`src/rtl/hack_boot_ctrl_if.sv`:
```
// Loader byte stream and instruction ROM write port of the Hack boot sequencer.
// master = loader/ROM side, slave = boot controller.
interface hack_boot_ctrl_if #(
    parameter int N  = 16,
    parameter int AW = 15
);
    logic [7:0]    byte_in;
    logic          byte_valid;
    logic          byte_ready;
    logic          rom_we;
    logic [AW-1:0] rom_addr;
    logic [N-1:0]  rom_din;

    modport master (
        output byte_in, byte_valid,
        input  byte_ready, rom_we, rom_addr, rom_din
    );

    modport slave (
        input  byte_in, byte_valid,
        output byte_ready, rom_we, rom_addr, rom_din
    );
endinterface

```
`src/rtl/hack_boot_ctrl.sv`:
```
// Hack CPU boot sequencer: loads a length-prefixed word image into ROM, then releases CPU reset.
// Define HACK_BOOT_CHECKSUM_EN to require a trailing sum-of-words checksum before RUN.
//
// state  | meaning
// IDLE   | after reset, CPU held, waiting for start
// HDR_HI | waiting for word-count high byte
// HDR_LO | waiting for word-count low byte
// DAT_HI | waiting for data word high byte
// DAT_LO | waiting for data word low byte, write on accept
// CHK_HI | waiting for checksum high byte (checksum build)
// CHK_LO | waiting for checksum low byte (checksum build)
// RUN    | image loaded, CPU released
// ERROR  | bad length or checksum, CPU held
module hack_boot_ctrl #(
    parameter int N  = 16,
    parameter int AW = 15
) (
    input  logic            clk,
    input  logic            rst,
    input  logic            start,
    hack_boot_ctrl_if.slave bus,
    output logic            cpu_rst,
    output logic            busy,
    output logic            done,
    output logic            err
);
    localparam logic [3:0] IDLE   = 4'd0;
    localparam logic [3:0] HDR_HI = 4'd1;
    localparam logic [3:0] HDR_LO = 4'd2;
    localparam logic [3:0] DAT_HI = 4'd3;
    localparam logic [3:0] DAT_LO = 4'd4;
    localparam logic [3:0] RUN    = 4'd5;
    localparam logic [3:0] ERROR  = 4'd6;
`ifdef HACK_BOOT_CHECKSUM_EN
    localparam logic [3:0] CHK_HI = 4'd7;
    localparam logic [3:0] CHK_LO = 4'd8;
    localparam logic [3:0] AFTER_DATA = CHK_HI;
`else
    localparam logic [3:0] AFTER_DATA = RUN;
`endif
    localparam logic [16:0] MAX_LEN = 17'(1) << AW;

    logic [3:0]   state, state_nxt;
    logic [AW:0]  cnt;
    logic [N-1:0] len;
    logic [7:0]   hi_q;
    logic [N-1:0] word;
    logic         accept;
    logic         last;
`ifdef HACK_BOOT_CHECKSUM_EN
    logic [N-1:0] sum;
`endif

    function automatic logic is_load(input logic [3:0] s);
        return !(s == IDLE || s == RUN || s == ERROR);
    endfunction

    assign accept = bus.byte_valid & bus.byte_ready;
    assign word   = {hi_q, bus.byte_in};
    assign last   = ({{(16-AW){1'b0}}, cnt} + 17'd1) == {1'b0, len};

    always_comb begin
        state_nxt = state;
        case (state)
            IDLE, RUN, ERROR: if (start) state_nxt = HDR_HI;
            HDR_HI: if (accept) state_nxt = HDR_LO;
            HDR_LO: if (accept) begin
                if ({1'b0, word} > MAX_LEN) state_nxt = ERROR;
                else if (word == '0)        state_nxt = AFTER_DATA;
                else                        state_nxt = DAT_HI;
            end
            DAT_HI: if (accept) state_nxt = DAT_LO;
            DAT_LO: if (accept) state_nxt = last ? AFTER_DATA : DAT_HI;
`ifdef HACK_BOOT_CHECKSUM_EN
            CHK_HI: if (accept) state_nxt = CHK_LO;
            CHK_LO: if (accept) state_nxt = (word == sum) ? RUN : ERROR;
`endif
            default: state_nxt = IDLE;
        endcase
    end

    always_ff @(posedge clk) begin
        if (rst) begin
            state          <= IDLE;
            cnt            <= '0;
            len            <= '0;
            hi_q           <= '0;
            bus.byte_ready <= 1'b0;
            bus.rom_we     <= 1'b0;
            bus.rom_addr   <= '0;
            bus.rom_din    <= '0;
            cpu_rst        <= 1'b1;
            busy           <= 1'b0;
            done           <= 1'b0;
            err            <= 1'b0;
`ifdef HACK_BOOT_CHECKSUM_EN
            sum            <= '0;
`endif
        end else begin
            state      <= state_nxt;
            bus.rom_we <= 1'b0;
            if (!is_load(state) && start) begin
                cnt <= '0;
`ifdef HACK_BOOT_CHECKSUM_EN
                sum <= '0;
`endif
            end
            // hi_q is only consumed in the LO states, so capturing every accepted byte is harmless
            if (accept) hi_q <= bus.byte_in;
            if (accept && state == HDR_LO) len <= word;
            if (accept && state == DAT_LO) begin
                bus.rom_we   <= 1'b1;
                bus.rom_addr <= cnt[AW-1:0];
                bus.rom_din  <= word;
                cnt          <= cnt + 1'b1;
`ifdef HACK_BOOT_CHECKSUM_EN
                sum          <= sum + word;
`endif
            end
            bus.byte_ready <= is_load(state_nxt);
            busy           <= is_load(state_nxt);
            done           <= (state_nxt == RUN);
            err            <= (state_nxt == ERROR);
            // release only after a full cycle in RUN so the final ROM write lands first
            cpu_rst        <= !(state == RUN && state_nxt == RUN);
        end
    end
endmodule
```
`src/flat_wrapper.sv`:
```
// flat-port wrapper written by rule: the top's interface ports become plain ports
module hack_boot_ctrl_flat 
#(
    parameter int N  = 16,
    parameter int AW = 15
)
  (clk, rst, start, cpu_rst, busy, done, err, bus_byte_in, bus_byte_valid, bus_byte_ready, bus_rom_we, bus_rom_addr, bus_rom_din);
  hack_boot_ctrl_if #(.N(N), .AW(AW)) bus_i ();
  input  logic clk;
  input  logic rst;
  input  logic start;
  output logic cpu_rst;
  output logic busy;
  output logic done;
  output logic err;
  input wire logic [$bits(bus_i.byte_in)-1:0] bus_byte_in;
  input wire logic [$bits(bus_i.byte_valid)-1:0] bus_byte_valid;
  output wire logic [$bits(bus_i.byte_ready)-1:0] bus_byte_ready;
  output wire logic [$bits(bus_i.rom_we)-1:0] bus_rom_we;
  output wire logic [$bits(bus_i.rom_addr)-1:0] bus_rom_addr;
  output wire logic [$bits(bus_i.rom_din)-1:0] bus_rom_din;
  assign bus_i.byte_in = bus_byte_in;
  assign bus_i.byte_valid = bus_byte_valid;
  assign bus_byte_ready = bus_i.byte_ready;
  assign bus_rom_we = bus_i.rom_we;
  assign bus_rom_addr = bus_i.rom_addr;
  assign bus_rom_din = bus_i.rom_din;
  hack_boot_ctrl #(.N(N), .AW(AW)) u_core (.clk(clk), .rst(rst), .start(start), .bus(bus_i), .cpu_rst(cpu_rst), .busy(busy), .done(done), .err(err));
endmodule
```
`config.mk`:
```
export PLATFORM = sky130hd
export DESIGN_NAME = hack_boot_ctrl_flat
export DESIGN_NICKNAME = d
export VERILOG_FILES = /design/src/rtl/hack_boot_ctrl_if.sv /design/src/rtl/hack_boot_ctrl.sv /design/src/flat_wrapper.sv
export SDC_FILE = /design/constraint.sdc
export NUM_CORES = 1
export LEC_CHECK = 0
export ABC_AREA = 1
export CAP_MARGIN = 30
export CELL_PAD_IN_SITES_DETAIL_PLACEMENT = 1
export CELL_PAD_IN_SITES_GLOBAL_PLACEMENT = 1
export CORE_ASPECT_RATIO = 0.7
export CORE_UTILIZATION = 28
export DETAILED_ROUTE_END_ITERATION = 10
export DONT_BUFFER_PORTS = 1
export PLACE_DENSITY_LB_ADDON = 0.1
export SYNTH_ARGS = -nofsm -noshare
export SYNTH_HDL_FRONTEND = slang
export SYNTH_SLANG_ARGS = --single-unit
```
`constraint.sdc`:
```
create_clock -name clk -period 3.7 [get_ports clk]
set_clock_uncertainty 0.1 [all_clocks]
set_input_delay 0 -clock clk [delete_from_list [all_inputs] [get_ports clk]]
set_output_delay 0 -clock clk [all_outputs]
set_load 0.02 [all_outputs]
```
==> results.sh <==
export IMPL_viasPerCell=4.79
export IMPL_ys_flop_type="dfxtp_1"
export IMPL_fin_tns_setup_ns=0
export IMPL_fillers=1671
export IMPL_synth_warnings=0
export IMPL_yosysSeqAreaShare_pct=41.9
export IMPL_status="completed"
export IMPL_path_class="reg2reg"
export IMPL_wl_met3_um=408
export IMPL_synth_fp_nets=573
export IMPL_synth_area_um2=3820
export IMPL_drc=0
export IMPL_wl_per_cell_um=16.6
export IMPL_setup_violations=0
export IMPL_dieArea_um2=14100
export IMPL_gr_total_overflow=0
export IMPL_synth_edff_count=0
export IMPL_io_pins=49
export IMPL_crit_required_ns=3.89
export IMPL_antenna_found_initial=0
export IMPL_r2r_start="u_core.busy"
export IMPL_drive_gt1_share_pct=7.88
export IMPL_r2r_cells=9
export IMPL_multiInputGateArea_um2=1890
export IMPL_path_clk_slew_ns=0.07
export IMPL_p_per_area_nw_per_um2=424
export IMPL_drv_slew=0
export IMPL_clk_latency_ns=0.35
export IMPL_vias=3618
export IMPL_cts_buffer_depth=2
export IMPL_dr_wl_met2_um=5310
export IMPL_r2r_end="u_core.cnt[2]"
export IMPL_worst_slew_pin_slew_ns=0.992
export IMPL_place_gp_congestion=0.780
export IMPL_post_route_min_period_ns=2.79
export IMPL_seq_area_um2=1600
export IMPL_core_area_um2=13200
export IMPL_cts_inserted_buffers=9
export IMPL_p_leak_nw=1.76
export IMPL_async_flop_share_pct=0
export IMPL_dr_max_layer_used="met4"
export IMPL_cp_end_kind="register"
export IMPL_hold_buffers=13
export IMPL_grt_pass1_wl_um=20500
export IMPL_vdd_drop_max_mv=0.239
export IMPL_worstHoldPathCells=5
export IMPL_first_iter_violations=175
export IMPL_hp_start="start"
export IMPL_cts_repair_resized=0
export IMPL_hold_class="in2reg"
export IMPL_wirelength_um=12500
export IMPL_start_kind="register"
export IMPL_ff2ff_setup_slack_ns=0.91
export IMPL_cts_root_buf="clkbuf_16"
export IMPL_fmax_mhz=359
export IMPL_grt_pass1_vias=3736
export IMPL_std_cell_rows=35
export IMPL_die_w_um=142
export IMPL_clock_sinks=80
export IMPL_cts_setup_buffers=0
export IMPL_start_util_pct=28.9
export IMPL_syn_avg_cell_area_um2=6.83
export IMPL_max_cap_viol_count=0
export IMPL_grt_max_degree=51
export IMPL_relSlewSlack_pct=33.9
export IMPL_synth_cells=560
export IMPL_ctsHtreeMaxLevel=3
export IMPL_final_antenna_net_count=0
export IMPL_die_height_um=99.8
export IMPL_critPathMaxFanout=50
export IMPL_synth_seq_cells=80
export IMPL_syn_to_final_growth_pct=16.4
export IMPL_fin_nets=579
export IMPL_cts_tree="built"
export IMPL_cp_data_arrival_time_ns=2.98
export IMPL_track_usage_pct=19.3
export IMPL_min_to="u_core.state[1]"
export IMPL_n_antenna_cell=0
export IMPL_utilization_pct=33.7
export IMPL_hold_violations=0
export IMPL_port_buffers=0
export IMPL_period_share_pct=75.4
export IMPL_dp_hpwl_um=9030
export IMPL_first_pass_iters=4
export IMPL_m1WireLength_um=6670
export IMPL_synth_cell_types=32
export IMPL_grt_setup_unrepaired="false"
[where the power goes]
| part | internal (mW) | total [mW] | switching, mW |
|---|---|---|---|
| logic | 0.0196 | 0.0634 | 0.0439 |
| registers | 0.866 | 0.872 | 0.00692 |
| clock network | 0.552 | 0.950 | 0.397 |
| total | 1.44 | 1.89 | 0.448 |
[Yosys cell counts, types with 2 or more instances]
cell type	number	area [um^2]
nand2_1	137	514
dfxtp_1	80	1600
inv_1	60	225
nand3_1	58	290
a21oi_1	54	270
nor2_1	48	180
o21ai_0	43	215
clkbuf_1	17	63.8
nand4_1	11	68.8
a211oi_1	10	75.1
nand2_2	6	37.5
nor2_2	5	31.3
nor2_4	4	45.0
buf_1	3	11.3
inv_2	3	11.3
nor3_1	3	15.0
buf_4	2	15.0
nor4_1	2	12.5
[worst max-delay path by stage]
stage                  start             end  slack (ns)  depth (start not counted)
2_1_floorplan  u_core.cnt[0]  u_core.cpu_rst        1.64                         18
3_3_place_gp   u_core.cnt[1]  u_core.cpu_rst        1.06                         18
3_5_place_dp     u_core.busy     u_core.busy         1.0                         13
4_1_cts          u_core.busy   u_core.cnt[2]        0.90                          9
5_1_grt          u_core.busy   u_core.cnt[2]        0.59                          9
6_report         u_core.busy   u_core.cnt[2]        0.91                          9
[registers in the layout, indices dropped and copies added, names as in the netlist]
| signal | flops |
|---|---|
| u_core.bus.rom_addr | 15 |
| u_core.err | 1 |
| u_core.bus.rom_din | 16 |
| u_core.len | 16 |
| u_core.bus.rom_we | 1 |
| u_core.cpu_rst | 1 |
| u_core.done | 1 |
| u_core.hi_q | 8 |
| u_core.busy | 1 |
| u_core.state | 4 |
| u_core.cnt | 16 |
[worst max-delay path, stage by stage, from the launching register on]
cell,delay (ns)
dfxtp_1,0.57
nand2_1,0.19
inv_1,0.09
buf_4,0.24
nand2_1,0.12
inv_1,0.10
buf_4,0.46
nand2_1,0.12
a21oi_1,0.17
dlygate4sd3_1,0.56
[routing by layer]
| metal | global-route usage [%] | up-vias |
|---|---|---|
| met1 | 27.5 | 1721 |
| met5 | 0 | - |
| met4 | 4.96 | 0 |
| met3 | 4.00 | 9 |
| li1 | - | 1844 |
| met2 | 29.3 | 44 |
[area by class of cell]
cell class,instances,area share [%]
well taps,185,5.20
repair buffers,18,3.99
clock buffers,10,5.37
flip-flops and latches,80,36.0
inverters,63,5.31
clock inverters,6,1.69
multi-input cells,394,42.5
[cells in the final DEF, fill, tap and decap left out, types with 2 or more instances in the layout]
master         netlist  layout
dfxtp_1             80      80
nor4_1               2       2
nand2_2              6       6
nor2_4               4       4
a21oi_1             54      54
inv_1               60      60
a211oi_1            10      10
nor2_2               5       5
inv_6                0       2
nand2_1            137     137
nor2_1              48      48
clkbuf_16            0       9
inv_2                3       3
nor3_1               3       3
dlygate4sd3_1        0      12
nand3_1             58      58
o21ai_0             43      43
buf_4                2       5
nand4_1             11      11
[stage by stage]
| step | power (mW) | hold WS, ns | setup WS (ns) | instance area (um^2) | cells |
|---|---|---|---|---|---|
| floorplan | 0.925 | -0.0161 | 1.64 | 3820 | 560 |
| global placement | 0.934 | -0.0254 | 1.06 | 4000 | 727 |
| detailed placement | 0.935 | -0.0245 | 0.996 | 4000 | 727 |
| CTS | 1.92 | 0.00643 | 0.895 | 4450 | 756 |
| global route | 1.95 | 0.0617 | 0.594 | 4450 | 756 |
| finish | 1.89 | 0.0247 | 0.911 | 4450 | 756 |
[cell families after synthesis]
| kind of cell | synth area share, % |
|---|---|
| compound gates | 15.7 |
| xor+xnor | 0.818 |
| fa+ha+maj | 0.327 |
| buf+inv | 8.67 |
| flops | 41.9 |
| other cells | 0.0981 |
| simple gates | 32.5 |
Power figures use the tool's default switching activity.
